## config.mk

```make
export PLATFORM = sky130hd
export DESIGN_NAME = soc_store_drain
export DESIGN_NICKNAME = d
export VERILOG_FILES = /design/src/rtl/soc_store_drain.sv
export SDC_FILE = /design/constraint.sdc
export NUM_CORES = 1
export LEC_CHECK = 0
export ABC_AREA = 1
export BUFFER_PORTS_ARGS = -buffer_cell sky130_fd_sc_hd__buf_2
export CORE_MARGIN = 2
export CORE_UTILIZATION = 53
export CTS_CLUSTER_SIZE = 12
export DETAILED_ROUTE_END_ITERATION = 8
export PLACE_DENSITY = 0.77
export SKIP_CTS_REPAIR_TIMING = 1
export SLEW_MARGIN = 10
export SYNTH_ARGS = -nofsm -noshare
export SYNTH_HDL_FRONTEND = slang
export SYNTH_SLANG_ARGS = --single-unit
```

## constraint.sdc

```tcl
create_clock -name i_clk -period 12.03 [get_ports i_clk]
set_clock_uncertainty 0.1 [all_clocks]
set_input_delay 1.8045 -clock i_clk [delete_from_list [all_inputs] [get_ports i_clk]]
set_output_delay 1.8045 -clock i_clk [all_outputs]
set_load 0.02 [all_outputs]
```

## src/rtl/soc_store_drain.sv

```systemverilog
// ============================================================================
// Module   : soc_store_drain
// Brief    : M-stage store formatter and in-order store buffer draining to the
//            data-memory write port, with pipeline stall and load-hit flag.
// Revision : 1.0 - initial release
// ============================================================================
`default_nettype none

`ifndef XLEN_32b
`define XLEN_32b 1
`endif
`ifndef XLEN_64b
`define XLEN_64b 2
`endif
`ifndef XLEN_128b
`define XLEN_128b 3
`endif

module soc_store_drain #(
  parameter int XLEN  = `XLEN_64b,
  parameter int DEPTH = 4,
  localparam int W  = 1 << (XLEN + 4),
  localparam int S  = W / 8,
  localparam int OB = $clog2(S)
) (
  input  logic         i_clk,
  input  logic         i_rst_n,
  input  logic         i_clk_en,
  input  logic         i_sw_m,
  input  logic [W-1:0] i_mem_data_m,
  input  logic [W-1:0] i_mem_addr_m,
  input  logic         i_store_byte_m,
  input  logic         i_store_half_m,
  output logic         o_stall,
  output logic         o_bus_valid,
  output logic [W-1:0] o_bus_addr,
  output logic [W-1:0] o_bus_wdata,
  output logic [S-1:0] o_bus_wstrb,
  input  logic         i_bus_ready,
  output logic         o_empty,
  input  logic [W-1:0] i_ld_addr,
  output logic         o_ld_hit
);

  localparam int PW = $clog2(DEPTH);
  localparam int CW = $clog2(DEPTH + 1);
  localparam logic [CW-1:0] C_FULL = CW'(DEPTH);

  logic [W-1:0]  r_addr  [DEPTH];
  logic [W-1:0]  r_wdata [DEPTH];
  logic [S-1:0]  r_wstrb [DEPTH];
  logic [PW-1:0] r_wr_ptr;
  logic [PW-1:0] r_rd_ptr;
  logic [CW-1:0] r_count;

  logic          w_full;
  logic          w_push;
  logic          w_pop;
  logic [OB-1:0] w_off;
  logic [OB-1:0] w_lane;
  logic [W-1:0]  w_data_in;
  logic [W-1:0]  w_fmt_wdata;
  logic [S-1:0]  w_fmt_wstrb;
  logic [W-1:0]  w_fmt_addr;
  logic [W-1:0]  w_ld_aligned;
  logic [DEPTH-1:0] w_hit_vec;
  logic          w_unused;

  assign w_full  = (r_count == C_FULL);
  assign w_push  = i_clk_en & i_sw_m & ~w_full;
  assign w_pop   = o_bus_valid & i_bus_ready;

  assign o_stall     = i_sw_m & w_full;
  assign o_bus_valid = (r_count != '0);
  assign o_empty     = (r_count == '0);
  assign o_bus_addr  = r_addr[r_rd_ptr];
  assign o_bus_wdata = r_wdata[r_rd_ptr];
  assign o_bus_wstrb = r_wstrb[r_rd_ptr];

  assign w_fmt_addr   = {i_mem_addr_m[W-1:OB], OB'(0)};
  assign w_ld_aligned = {i_ld_addr[W-1:OB], OB'(0)};
  assign w_unused     = ^{i_mem_data_m, i_ld_addr[OB-1:0]};

  // Byte wins over half; the lane offset is rounded down to the access size.
  always_comb begin
    w_off       = i_mem_addr_m[OB-1:0];
    w_lane      = w_off;
    w_fmt_wstrb = '0;
    w_data_in   = '0;
    if (i_store_byte_m) begin
      w_lane      = w_off;
      w_fmt_wstrb = S'(1) << w_lane;
      w_data_in   = W'(i_mem_data_m[7:0]);
    end else if (i_store_half_m) begin
      w_lane      = w_off & ~OB'(1);
      w_fmt_wstrb = S'(3) << w_lane;
      w_data_in   = W'(i_mem_data_m[15:0]);
    end else begin
      w_lane      = w_off & ~OB'(3);
      w_fmt_wstrb = S'(15) << w_lane;
      w_data_in   = W'(i_mem_data_m[31:0]);
    end
    w_fmt_wdata = w_data_in << {w_lane, 3'b000};
  end

  always_ff @(posedge i_clk) begin
    if (!i_rst_n) begin
      r_wr_ptr <= '0;
      r_rd_ptr <= '0;
      r_count  <= '0;
      for (int i = 0; i < DEPTH; i++) begin
        r_addr[i]  <= '0;
        r_wdata[i] <= '0;
        r_wstrb[i] <= '0;
      end
    end else begin
      if (w_push) begin
        r_addr[r_wr_ptr]  <= w_fmt_addr;
        r_wdata[r_wr_ptr] <= w_fmt_wdata;
        r_wstrb[r_wr_ptr] <= w_fmt_wstrb;
        r_wr_ptr          <= r_wr_ptr + PW'(1);
      end
      if (w_pop) begin
        r_rd_ptr <= r_rd_ptr + PW'(1);
      end
      case ({w_push, w_pop})
        2'b10:   r_count <= r_count + CW'(1);
        2'b01:   r_count <= r_count - CW'(1);
        default: r_count <= r_count;
      endcase
    end
  end

  // An entry is occupied when its distance from the head is below the count.
  for (genvar gi = 0; gi < DEPTH; gi++) begin : g_hit
    logic [PW-1:0] w_rel;
    assign w_rel         = PW'(gi) - r_rd_ptr;
    assign w_hit_vec[gi] = (CW'(w_rel) < r_count) && (r_addr[gi] == w_ld_aligned);
  end

  assign o_ld_hit = |w_hit_vec;

endmodule

`default_nettype wire

```

; Word level (Yosys, flattened, before mapping)
; Memories as Yosys holds them, arrays and structs flattened. A register that Yosys moved wholly into a read port is not among the register bits.
; Index checks and enable logic that the tools add are counted.
[totals]
ram_bits = 532
output_inout_bits = 140
ff_bits = 7
elab_cells = 71
input_bits = 199
n_memories = 3
[memory_table]
columns = memory, words, word_bits, read_ports, rd_ports_with_merged_regs, wr, line
row1 = r_wdata, 4, 64, 1, 1, 4, 50  ; logic [W-1:0] r_wdata [DEPTH];
row2 = r_addr, 4, 61, 5, 1, 4, 49  ; logic [W-1:0] r_addr [DEPTH];
row3 = r_wstrb, 4, 8, 1, 1, 4, 51  ; logic [S-1:0] r_wstrb [DEPTH];
[classes]
n_mux = 26
n_lt_le_gt_ge = 4
reduce_logical = 11
n_addsub = 8
n_bitwise = 5
n_eq_ne = 7
shift = 4
[op_table]
columns = cell, n
row1 = $eq A64 B64 Y1, 4
row2 = $mux W64, 2
row3 = $reduce_or A64 Y1, 1
row4 = $shl A64 B6 Y64, 1
row5 = $mux W61, 1
row6 = $reduce_or A61 Y1, 1
row7 = $mux W32, 1
row8 = $mux W8, 3
row9 = $mux W2, 11
row10 = $lt A2 B3 Y1, 4
row11 = $reduce_or A8 Y1, 1
row12 = $shl A1 B3 Y8 const A, 1
row13 = $shl A2 B3 Y8 const A, 1
row14 = $shl A4 B3 Y8 const A, 1
row15 = $mux W1, 7
row16 = $pmux W3 S2, 1
row17 = $add A2 B1 Y2 const B, 2
row18 = $and A1 B1 Y1, 4
row19 = $logic_and A1 B1 Y1, 4
row20 = $reduce_or A4 Y1, 1
row21 = $sub A1 B2 Y2 const A, 2
row22 = $sub A2 B2 Y2 const A, 2
row23 = $add A3 B1 Y3 const B, 1
row24 = $eq A3 B3 Y1 const B, 1
row25 = 7 further kinds, 7

; Depth between registers and ports, before layout
; Gate-level depths: netlist (run 1).
[logic_depth]
depth_word = 8
depth_mapped = 12
ltp_nobuf = 12

; Worst setup path after synthesis (run 1)
; OpenSTA, ideal clock, no wires.
[synth_timing]
path_kind = input to register
startpoint = input port i_rst_n
endpoint = memory r_addr[3][0] in the netlist's numbering (enable)
path_buffers = 2
t_required_ns = 11.141
cell_stages = 7
setup_time_ns = 0.789
arrival_ns = 11.443
setup_slack_ns = -0.302
path_cell_list = buf_2 inv_1 nor2_8 inv_4 buf_6 nor2_1 nor3_1
[synth_lines]
columns = element, line
row1 = from (decl), 27  ; input logic i_rst_n,
row2 = to (decl), 49

==> results of run 1 <==
==> cells in the final DEF, fill, tap and decap left out, drive strengths merged <==
cell type,count
a21boi,2
o21ai,267
ha,5
clkinv,18
clkinvlp,1
bufinv,3
a21oi,75
nand3,33
xor2,27
o21bai,1
clkbuf,70
inv,368
nor3,5
conb,3
a32oi,8
dfxtp,9
diode,3
buf,322
fa,1
nand2,449
or2,13
edfxtp,532
o22ai,113
xnor2,113
nor2,847
a22oi,8
==> metrics by stage <==
stage	total power [uW]	std cells	hold WS [ns]	utilization, %
2_1_floorplan	3570	3048	0.415	-
3_3_place_gp	4220	3879	0.454	57.2
3_5_place_dp	4240	3879	0.471	57.2
6_report	5830	3976	0.482	60.5
4_1_cts	5850	3973	0.481	60.4
5_1_grt	6090	3973	0.507	60.4
==> sequential cells by signal, indices dropped and copies added (netlist names), named ones only <==
signal    count
r_count       3
r_wr_ptr      2
r_wstrb      32
r_rd_ptr      2
r_wdata     256
r_addr      244
==> cell type report <==
class	instances	area share (%)
Clock inverter	24	0.608
Tap cell	680	2.74
Antenna cell	3	0.0242
Multi-Input combinational cell	1970	30.0
Timing Repair Buffer	322	5.36
Sequential cell	541	52.0
Clock buffer	70	4.75
Inverter	366	4.47
==> layer usage <==
layer,part of all wire (%),GRT usage [%],wire length [microns],vias up
met3,9.4,5.26,7060,156
met4,3.4,10.6,2560,2
li1,-,-,-,10301
met1,38,35.2,28800,10088
met5,0.019,0,14,-
met2,49,46.7,36600,914
==> worst max-delay path by stage <==
stage               depth (start not counted)  slack, ns         endpoint          from
floorplan                                   7       3.81     r_addr[3][0]       i_rst_n
global placement                           14       6.77         o_ld_hit  i_ld_addr[4]
detailed placement                          8       6.71    r_addr[0][46]       i_rst_n
CTS                                         5       6.57    o_bus_addr[9]      register
global route                                5       6.44  o_bus_wdata[34]      register
finish                                      5       6.54  o_bus_wdata[34]      register
==> critical path, stage by stage, from the launching register on <==
cell and delay (ns):
dfxtp_4 0.46, inv_4 0.77, buf_4 0.83, o21ai_0 0.21
o22ai_1 0.39, buf_2 0.25
==> cell families after synthesis <==
family / count (synthesis) / share of synthesized area [%]
simple gates: 1347 / 19.5
flops: 541 / 58.5
buf+inv: 537 / 7.88
compound gates: 474 / 9.38
xor+xnor: 140 / 4.44
fa+ha+maj: 6 / 0.299
other cells: 1 / 0.0136
==> power breakdown <==
group / internal, uW / total [uW] / switching (uW)
Combinational: 534 / 1890 / 1350
Sequential: 2220 / 2320 / 95.3
Clock: 921 / 1620 / 701
Total: 3680 / 5830 / 2150
==> qor.txt, run 1 <==
status: finished clean
Area after DPL: 29,400 sq um
Longest Clk Path Bufs: 3
number of flops mapped to enable cells by yosys: 532
count leader, synth: nor2_1
Hold Path Depth: 2
die width: 232 microns
setup slack after layout: 6.54 ns
WP data required: 10.13 ns
Initial Util: 53.7%
drt first pass iters: 5
unrepaired setup endpoints after global routing: no
Final nets: 3,462
Hold Startpoint: r_rd_ptr[0]
CTS clock-pin slew for the worst setup and hold paths: 0.06 ns
Hold Fails Final Rpt: 0
Fillers: 4,354
global-route wire length before repair: 113,000 microns
multi-input logic area: 9340 sq um
Gate Count Post-Synth: 3,046
Worst Path Max Fanout: 86
num ports: 339
Synth cell types: 37
pwr dens: 188 nW/um^2
GR Overflow Total: 0
cell area after synthesis: 27,600 sq um
critical path capture point type: output port
CTS tree: built
Synth Flop Type: edfxtp_1
Max VDD drop: 0.135 mV
Max Freq: 182 MHz
data arrival time of the worst path: 3.58 ns
final instance area: 31,100 sq um
vias in the first global route: 20,668
std cell rows: 83
crit path kind: reg -> out
yosys warns: 0
top cell type's share of synthesized area: 57.9%
leakage power total: 0.0126 uW
Pins Over Slew Limit: 0
Chip Height: 232 microns
clk root buf: clkbuf_16
Reg2Reg Depth: 9
final WL: 75,000 microns
Min-Delay Path Class: reg -> reg
Port Buffers: 300
worst slew pin tran: 1.10 ns
Yosys top cell by area: edfxtp_1
Post-Place Worst Slack: 6.71 ns
Post-DP HPWL: 46,200 microns
FF-to-FF End: r_addr[0][51]
CTS Sinks: 541
clock latency on the worst-skew pair: 0.61 ns
Die Area: 53,900 sq um
internal reg-to-reg setup slack: 8.28 ns
vias per cell: 5.40
DRT antenna net count: 0
Synth async-reset ratio: 0%
GPL Wtd Cong: 0.921
Tot GR Track Use: 27.6%
Period minus WS final: 5.49 ns
Period Utilization, post-route: 45.6%
Area growth syn-to-layout: 12.5%
top post-synthesis cells by area: edfxtp_1 (58%), nor2_1 (11%), nand2_1 (6.0%)
startpoint types: register
initial antenna violation count: 1
r2r startpoint: r_count[0]
CORE AREA: 51,400 sq um
DR iter-0 viols: 1,925
CTS H-tree depth: 2
total vias in the final route: 21,461
drt wl/cell: 18.9 microns
# setup viols final: 0
register area share after synthesis: 58.5%
TNS Setup: 0 ns
Slew headroom: 26.5%
Seq cells post-synth: 541
Residual DRC: 0
Sequential Area: 16,200 sq um
commonest cells in the synthesized netlist: nor2_1 (799), edfxtp_1 (532), nand2_1 (444)
max cap viols: 0
maximum number of pins on one net before global-route repair: 143
CTS buffer count: 56
Mean Syn Cell Area: 9.07 sq um
share of layout cells above drive strength 1: 15.0%
Note: power is estimated with default switching activity, not from simulation.
==> inputs of run 2 (changes only) <==
- CORE_UTILIZATION: 53 -> 59
- PLACE_DENSITY: 0.77 -> 0.81
- clock period: 12.03 -> 5.69 ns (I/O delays scaled with it)
==> run 2 against run 1 <==
  * Sequential share of layout area about the same
  * Largest power group unchanged
  * Critical path depth unchanged
  * Cell area about the same
  * Hold slack got worse by 0.031 ns
  * Cell count decreased by 1.6%
  * Via count increased by 5.3%
  * Highest routed layer is now met4
  * Die area decreased by 10%
  * Power increased by 110%
  * Clock power increased by 110%
==> qor.txt, run 2 (same netlist as run 1, synthesis figures left out) <==
TNS Setup: 0 ns (unchanged)
worst slew pin tran: 1.17 ns (+0.0686 ns)
Reg2Reg Depth: 9 (unchanged)
maximum number of pins on one net before global-route repair: 205 (+43%)
crit-path cells: inv_8, buf_4, o21ai_0, o22ai_1, buf_2
Initial Util: 59.6% (+5.8 points)
startpoint types: register
Final nets: 3,463 (+0.029%)
Period minus WS final: 4.28 ns
CORE AREA: 46,400 sq um (-9.8%)
Area growth syn-to-layout: 12.5% (about the same)
max cap viols: 0 (unchanged)
Die Area: 48,500 sq um (-10%)
unrepaired setup endpoints after global routing: no
GR Overflow Total: 0 (unchanged)
DRT antenna net count: 0 (unchanged)
slowest stage delay, CP: 0.84 ns (about the same)
initial antenna violation count: 3 (+2)
CTS tree: built
Longest Clk Path Bufs: 3 (unchanged)
r2r startpoint: r_count[0]
status: finished clean
Max VDD drop: 0.273 mV (+100%)
FF-to-FF End: r_addr[0][0]
vias in the first global route: 22,124 (+7.0%)
global-route wire length before repair: 117,000 microns (+3.2%)
Post-DP HPWL: 47,900 microns (+3.7%)
pwr dens: 399 nW/um^2 (+110%)
CTS clock-pin slew for the worst setup and hold paths: 0.07 ns (about the same)
critical path endpoint: o_bus_addr[63]
commonest non-fill, non-tap cell in the layout: nor2_1
Pins Over Slew Limit: 0 (unchanged)
critical path capture point type: output port
Hold Path Depth: 3 (+1)
internal reg-to-reg setup slack: 2.34 ns (-5.94 ns)
CTS H-tree depth: 2 (unchanged)
vias per cell: 5.78 (+7.1%)
Hold Fails Final Rpt: 0 (unchanged)
drt first pass iters: 6 (+1)
biggest regs: r_wdata (256), r_addr (244), r_wstrb (32)
# setup viols final: 0 (unchanged)
Port Buffers: 300 (unchanged)
Most flops, register: r_wdata
crit path kind: reg -> out
final instance area: 31,100 sq um (about the same)
std cell rows: 79 (-4.8%)
CTS Sinks: 541 (unchanged)
total vias in the final route: 22,608 (+5.3%)
crit path max-delay cell type: inv_8
most frequent cells in the layout: nor2_1 (799), edfxtp_1 (532), nand2_1 (439)
Period Utilization, post-route: 75.2%
final WL: 78,400 microns (+4.5%)
Max Freq: 234 MHz
Chip Height: 220 microns (-5.1%)
die width: 220 microns (-5.1%)
GPL Wtd Cong: 0.923 (+0.23%)
clock latency on the worst-skew pair: 0.61 ns (about the same)
share of layout cells above drive strength 1: 15.1% (+0.047 points)
Worst Path Max Fanout: 204 (+140%)
Residual DRC: 0 (unchanged)
drt wl/cell: 20.0 microns (+6.2%)
Min-Delay Path Class: in -> reg
WP data required: 4.74 ns (-5.39 ns)
data arrival time of the worst path: 3.32 ns (-0.26 ns)
num ports: 339 (unchanged)
Area after DPL: 29,400 sq um (about the same)
CTS buffer count: 56 (unchanged)
clk root buf: clkbuf_16
number of flip-flops under the largest register name: 256 (unchanged)
Overall Power: 12,400 uW (+110%)
DR iter-0 viols: 2,467 (+28%)
Slew headroom: 21.9% (-4.6 points)
Tot GR Track Use: 31.6% (+4.0 points)
leakage power total: 0.0127 uW (+0.24%)
==> run 2: cell count changes in the layout (fill, tap and decap cells not counted), sizes merged <==
cell / previous run / this run
diode: 3 / 8
clkbuf: 70 / 72
clkinv: 18 / 20
buf: 322 / 323
bufinv: 3 / 2
clkinvlp: 1 / 0
==> run 2: report_power, final <==
group	switching, uW	total [uW]	internal [uW]
clock network	1490	3400	1910
registers	203	4900	4700
logic	2940	4090	1150
total	4640	12400	7760
==> run 2: cell type report <==
| cell class | count | area (sq um) |
|---|---|---|
| flip-flops and latches | 541 | 16200 |
| fillers | 3506 | 15300 |
| multi-input cells | 1970 | 9340 |
| repair buffers | 323 | 1750 |
| clock buffers | 72 | 1480 |
| inverters | 366 | 1390 |
| well taps | 607 | 759 |
| clock inverters | 24 | 163 |
| diodes | 8 | 20.0 |
==> run 2: critical path, delay by kind of cell, from the launching register on <==
family	cells	cell delay [ns]
buffers and inverters	3	1.66
flip-flops	1	0.50
AO/OA/AOI/OAI	2	0.39
==> run 2: through the flow <==
step | worst slack [ns] | cells | utilization (%) | hold WS (ns)
2_1_floorplan | 0.413 | 3048 | - | 0.415
4_1_cts | 1.46 | 3903 | 67.0 | 0.432
3_3_place_gp | 1.85 | 3807 | 63.4 | 0.447
6_report | 1.41 | 3911 | 67.0 | 0.452
5_1_grt | 1.23 | 3905 | 67.0 | 0.456
3_5_place_dp | 1.81 | 3807 | 63.4 | 0.456
==> run 2: routing by layer <==
metal  vias to the layer above  GRT usage (%)  routed length [microns]
li1                      10308              -                        -
met5                         -              0                        0
met2                      1362           53.5                    38200
met1                     10726           39.6                    28500
met4                         0           14.8                     3170
met3                       212           5.75                     8500
==> run 2: worst min-delay path by stage <==
stage                           from             to  slack [ns]
floorplan                r_wr_ptr[0]    r_wr_ptr[0]        0.42
CTS                  i_mem_addr_m[7]   r_addr[0][4]        0.43
global route         i_mem_addr_m[7]   r_addr[0][4]        0.46
detailed placement        r_count[0]     r_count[0]        0.46
finish              i_mem_addr_m[17]  r_addr[0][14]        0.45
global placement          r_count[0]     r_count[0]        0.45
